## config.mk

```make
export PLATFORM = sky130hd
export DESIGN_NAME = ahb_ri5cy_ifetch
export DESIGN_NICKNAME = d
export VERILOG_FILES = /design/src/rtl/ahb_ri5cy_ifetch.sv
export SDC_FILE = /design/constraint.sdc
export NUM_CORES = 1
export LEC_CHECK = 0
export CAP_MARGIN = 20
export CORE_MARGIN = 4
export CORE_UTILIZATION = 30
export DETAILED_ROUTE_END_ITERATION = 12
export PLACE_DENSITY = 0.8
export SETUP_SLACK_MARGIN = 0.05
export SLEW_MARGIN = 20
export SYNTH_ARGS = -nofsm -noshare
export SYNTH_HDL_FRONTEND = slang
export SYNTH_SLANG_ARGS = --single-unit
```

## constraint.sdc

```tcl
create_clock -name clk -period 1.75 [get_ports clk]
set_input_delay 0.35 -clock clk [delete_from_list [all_inputs] [get_ports clk]]
set_output_delay 0.35 -clock clk [all_outputs]
set_load 0.02 [all_outputs]
```

## src/rtl/ahb_ri5cy_ifetch.sv

```systemverilog
// RI5CY instruction-fetch port to AHB-Lite read-only master bridge.
// One address slot and one data slot; a bus error pauses the queued address
// until the error's hready cycle and then re-presents it.
module ahb_ri5cy_ifetch #(
    parameter int unsigned AHB_ADDR_WIDTH = 32,
    parameter int unsigned AHB_DATA_WIDTH = 32
) (
    input  logic                      clk,
    input  logic                      rst,
    // core instruction interface
    input  logic                      instr_req_i,
    input  logic [AHB_ADDR_WIDTH-1:0] instr_addr_i,
    output logic                      instr_gnt_o,
    output logic                      instr_rvalid_o,
    output logic [31:0]               instr_rdata_o,
    output logic                      instr_err_o,
    // AHB-Lite master
    output logic [AHB_ADDR_WIDTH-1:0] haddr_o,
    output logic [1:0]                htrans_o,
    output logic                      hwrite_o,
    output logic [2:0]                hsize_o,
    output logic [2:0]                hburst_o,
    output logic [3:0]                hprot_o,
    output logic                      hmastlock_o,
    output logic [AHB_DATA_WIDTH-1:0] hwdata_o,
    input  logic                      hready_i,
    input  logic [AHB_DATA_WIDTH-1:0] hrdata_i,
    input  logic                      hresp_i
);

    localparam logic [1:0] HtransIdle   = 2'b00;
    localparam logic [1:0] HtransNonseq = 2'b10;

    logic                      addr_vld_q, addr_vld_d;
    logic [AHB_ADDR_WIDTH-1:0] addr_q, addr_d;
    logic                      data_vld_q, data_vld_d;
    logic                      err_q, err_d;
    logic                      addr_acc;
    logic                      gnt;

    // Word alignment drops the two low address bits.
    logic unused_addr_lsb;
    assign unused_addr_lsb = ^instr_addr_i[1:0];

    // Address phase completes only when the slave is ready and no error is pending.
    assign addr_acc = addr_vld_q & hready_i & ~err_q;
    // Gated by rst so the core sees no grant while reset is held.
    assign gnt      = instr_req_i & (~addr_vld_q | addr_acc) & ~rst;

    // Next-state for both slots and the error flag.
    always_comb begin
        addr_vld_d = addr_vld_q;
        addr_d     = addr_q;
        data_vld_d = data_vld_q;
        err_d      = err_q;

        if (gnt) begin
            addr_vld_d = 1'b1;
            addr_d     = {instr_addr_i[AHB_ADDR_WIDTH-1:2], 2'b00};
        end else if (addr_acc) begin
            addr_vld_d = 1'b0;
        end

        if (hready_i) begin
            data_vld_d = addr_acc;
            err_d      = 1'b0;
        end else if (data_vld_q & hresp_i) begin
            // First cycle of a two-cycle ERROR: withdraw the pending address.
            err_d = 1'b1;
        end
    end

    // State registers.
    always_ff @(posedge clk or posedge rst) begin
        if (rst) begin
            addr_vld_q <= 1'b0;
            addr_q     <= '0;
            data_vld_q <= 1'b0;
            err_q      <= 1'b0;
        end else begin
            addr_vld_q <= addr_vld_d;
            addr_q     <= addr_d;
            data_vld_q <= data_vld_d;
            err_q      <= err_d;
        end
    end

    // Core-side and AHB-side outputs.
    always_comb begin
        instr_gnt_o    = gnt;
        instr_rvalid_o = data_vld_q & hready_i;
        instr_rdata_o  = hrdata_i[31:0];
        instr_err_o    = data_vld_q & hready_i & hresp_i;
        haddr_o        = addr_q;
        htrans_o       = (addr_vld_q & ~err_q) ? HtransNonseq : HtransIdle;
        hwrite_o       = 1'b0;
        hsize_o        = 3'b010;
        hburst_o       = 3'b000;
        hprot_o        = 4'b0010;
        hmastlock_o    = 1'b0;
        hwdata_o       = '0;
    end

endmodule

```

# ---- Word-level counts from Yosys, hierarchy flattened
# Index checks and enable logic that the tools add are counted.
dict set report classes {
  muxes 5
  n_bitwise 12
  n_reduce_logical 2
}
# cell n
set op_table {}
lappend op_table {{AND 1 bit} 8}
lappend op_table {{2-to-1 mux 1 bit} 4}
lappend op_table {{nonzero test 2 bit} 2}
lappend op_table {{NOT 1 bit} 3}
lappend op_table {{2-to-1 mux 2 bit} 1}
lappend op_table {{OR 1 bit} 1}
dict set report totals {
  ff_bits 33
  out_inout_bits 113
  elab_cells 23
}

# ---- Longest topological paths before layout
dict set report depth {
  depth_word 6
  mapped_depth 4
  depth_no_buf 3
}

# ---- Worst setup path before layout
# Ideal clock, no wire load.
dict set report synth_path {
  path_kind {register to register}
  startpoint {register err_q}
  endpoint {register addr_q[28] (netlist: haddr_o[28])}
  arrival_ns 1.275
  required_time_ns 1.625
  setup_slack_ns 0.350
  path_stages_with_launch 5
  period_less_slack_ns 1.400
  cell_sequence {dfrtp_1 -> nand2b_1 -> a21oi_4 -> buf_6 -> mux2_2}
}
dict set report synth_via {
  elab_chain_len 5
}
# element line
set synth_lines {}
lappend synth_lines {{start: declaration} 37} ;# logic err_q, err_d;
lappend synth_lines {{start signal: assignment} 84} ;# err_q <= err_d;
lappend synth_lines {{NOT 1 bit} 46} ;# assign addr_acc = addr_vld_q & hready_i & ~err_q;
lappend synth_lines {{AND 1 bit} 46}
lappend synth_lines {{OR 1 bit} 48} ;# assign gnt = instr_req_i & (~addr_vld_q | addr_acc) & ~rst;
lappend synth_lines {{AND 1 bit (2 in a row)} 48}
lappend synth_lines {{via instr_gnt_o} 13} ;# output logic instr_gnt_o,
lappend synth_lines {{end signal: assignment} 82} ;# addr_q <= addr_d;
lappend synth_lines {{end: declaration} 35} ;# logic [AHB_ADDR_WIDTH-1:0] addr_q, addr_d;
# The timed path passes the listed nets, and every way through them passes these cells.
# A chain may end at the register's enable or synchronous reset.

# ---- Worst setup path after layout
dict set report layout_path {
  startpoint {input hready_i}
  endpoint {output instr_gnt_o}
}
dict set report layout_via {
  elab_chain_len 5
}
# element line
set layout_lines {}
lappend layout_lines {{start: declaration} 26} ;# input logic hready_i,
lappend layout_lines {{AND 1 bit (2 in a row)} 46}
lappend layout_lines {{OR 1 bit} 48}
lappend layout_lines {{AND 1 bit (2 in a row)} 48}
lappend layout_lines {{end: declaration} 13}
# No other way between the ends.

==> metrics.md <==
| Metric | Value |
|---|---|
| Tot GR Track Use | 9.09% |
| Crit-path slowest cell | clkdlybuf4s50_1 |
| I/O Buffers | 68 |
| Outcome | finished clean |
| Worst IR drop on VDD | 0.622 mV |
| Pwr dens | 1120 mW/mm2 |
| Most common cell in the netlist | buf_4 |
| DIE AREA | 0.00759 mm2 |
| First-pass GRT wire length | 5240 um |
| TritonCTS Buffers | 5 |
| Setup TNS | 0 ns |
| Clk_skew | 0.00281 ns |
| Post-CTS Setup Inserts | 0 |
| Delay-heaviest family, CP | buffers and inverters |
| Gr ovfl total | 0 |
| Dpl cell area | 0.00222 mm2 |
| Fin crit share | 93.3% |
| P&R area growth vs syn | 23.3% |
| Area of the core | 0.00599 mm2 |
| WP buf/inv | 2 |
| Avg Vias per Cell | 3.84 |
| Post-synth EDFFs | 0 |
| Rows | 28 |
| Share of the synthesized area in the top cell type | 44.0% |
| Syn Area/Cell | 11.8 um2 |
| Post-synth ARST share | 100% |
| Die height | between 80 and 90 um |
| Sequential cell area fraction in the yosys report | 44.0% |
| WP data arrival | 1.28 ns |
| Share of layout cells above drive strength 1 | 22.9% |
| Die Wd | 87.1 um |
| H-tree Lvls | 2 |
| Worst hold path type | in -> async |
| Top FF cell, synth | dfrtp_1 |
| DRT Pass-1 Iters | 2 |
| Crit-path cells | clkdlybuf4s50_1 > nand2b_1 > a21oi_4 > buf_4 |
| Worst EP required | around 1.4 ns |
| Maximum Capacitance Violations | 0 |
| Leading area contributor after synthesis | dfrtp_1 |
| Initial antenna violation count | 0 |
| DR vias | 1060 |
| Cell area after synthesis | between 0.0015 and 0.002 mm2 |
| Ys Warns | 0 |
| Worst skew pair latency | between 0.2 and 0.3 ns |
| Largest net degree at the start of global routing | 34 |
| Vias in the first global route | about 1.1k |
| Post-synth cell types | 15 |
| Largest stage delay, worst path | between 0.4 and 0.5 ns |
| Synth cell count leaders | 79 x buf_4, 33 x dfrtp_1, 30 x mux2_2, 3 x buf_6 |
| Top post-synthesis cells by area | dfrtp_1 44%, buf_4 32%, mux2_2 18% |
| CTS sink cnt | 33 |
| CP Capture Type | output pin |
| Final ANT Viol Nets | 0 |
| Remaining DRCs | 0 |
| Minimum clock period | 1.63 ns |
| Routed wire length | 3500 um |
| Syn Inst Count | 159 |
| WS Path Type | in -> out |
| Startpoint types | input port |
| Final instance area | around 0.0023 mm2 |
| Fmax | 613 MHz |
| Final setup fails | 0 |
| Initial Util | 31.3% |
| IO Count | 182 |
| Worst-path clk slew | 0.07 ns |
| Hold Violations, Final | 0 |
| Worst Path Max Fanout | 2 |
| Hold Buf Count CTS | 0 |
| FF+latch count, synth | 33 |
| Slew Limit Fails | 0 |
| Pleak | 1.04 nW |
| Root buffer selected by CTS | clkbuf_8 |
| ANT cells | 0 |
| Hold_ws | 0.475 ns |
| WL/cell | roughly 13 um |
| DP Wirelength | 2690 um |
| Final-stage net count | 270 |
| Clk buf depth | 2 |
| Placer Congestion | about 0.62 |
| Tot Pwr | 2.60 mW |
| RSZ-0062 raised after global routing | true |
| CTS tree | done |
| Starting DRC count in detailed routing | 11 |
routing by layer:
metal | global-route usage, % | part of all wire, % | vias up
met3 | 7.28 | 18 | 16
met4 | 3.77 | 2.3 | 0
met2 | 14.1 | 46 | 75
met1 | 8.92 | 33 | 505
li1 | - | - | 464
met5 | 0 | 0 | -
metrics by stage:
| stage | cells | utilization, % | setup slack (ns) |
|---|---|---|---|
| finish | 276 | 38.6 | 0.118 |
| floorplan | 204 | - | 0.350 |
| global route | 276 | 38.6 | 0.0370 |
| CTS | 276 | 38.7 | 0.0833 |
| global placement | 269 | 37.1 | -0.364 |
| detailed placement | 269 | 37.1 | -0.356 |
worst paths after layout:
kind | from | end | slack [ns] | cells past startpoint
max | hready_i | instr_gnt_o | 0.12 | 4
min | rst | haddr_o[7] | 0.48 | 3
max reg2reg | err_q | haddr_o[31] | 0.20 | 4
min reg2reg | haddr_o[15] | haddr_o[15] | 0.51 | 1
max in group asynchronous | rst | haddr_o[26] | 0.96 | 3
min in group clk | haddr_o[15] | haddr_o[15] | 0.51 | 1
registers in the layout, summed over array words and instances, names as in the netlist:
| signal | flops |
|---|---|
| addr_vld_q | 1 |
| data_vld_q | 1 |
| err_q | 1 |
| haddr_o | 30 |
layout by cell type (no fill, tap or decap):
cell	synthesis	layout
a21oi_1	1	1
a21oi_4	1	1
and2_1	1	1
and3_1	1	1
buf_2	0	2
buf_4	79	4
buf_6	3	1
bufinv_16	0	1
clkbuf_2	0	1
clkbuf_8	0	5
clkdlybuf4s50_1	0	64
clkinv_2	0	1
conb_1	2	47
dfrtp_1	33	33
inv_1	1	1
mux2_1	1	1
mux2_2	30	30
nand2_1	2	2
nand2b_1	2	2
nor2_1	1	1
nor2b_1	1	1
worst reg2reg max path: stages, from the launching register on:
cell and delay [ns]:
dfrtp_1 0.38, nand2b_1 0.20, a21oi_4 0.18, buf_6 0.28
mux2_2 0.40
cell families after synthesis:
logic type	count (synthesis)	synth area share, %
buffers and inverters	83	33.6
flip-flops	33	44.0
AO/OA/AOI/OAI	2	1.13
multiplexers	31	18.6
other	2	0.400
AND/OR/NAND/NOR	8	2.27
what timing repair did:
item | in CTS | in global routing
setup endpoints to repair | 34 | 8
pin swaps | 0 | 0
gates cloned | 0 | 0
hold endpoints to repair | 0 | 0
resized for setup | 13 | 5
where the power goes:
| group | internal, mW | switching, mW | total [mW] |
|---|---|---|---|
| Combinational | 0.456 | 0.451 | 0.908 |
| Clock | 0.414 | 0.278 | 0.692 |
| Sequential | 0.920 | 0.0806 | 1.00 |
area by class of cell:
| class | instances | area (um2) |
|---|---|---|
| clock buffer | 5 | 68.8 |
| clock inverter | 2 | 35.0 |
| fill | 595 | 3680 |
| inverter | 1 | 3.75 |
| multi-input combinational | 88 | 589 |
| sequential | 33 | 826 |
| tap | 75 | 93.8 |
| timing repair buffer | 72 | 697 |
(Power assumes the default switching activity.)
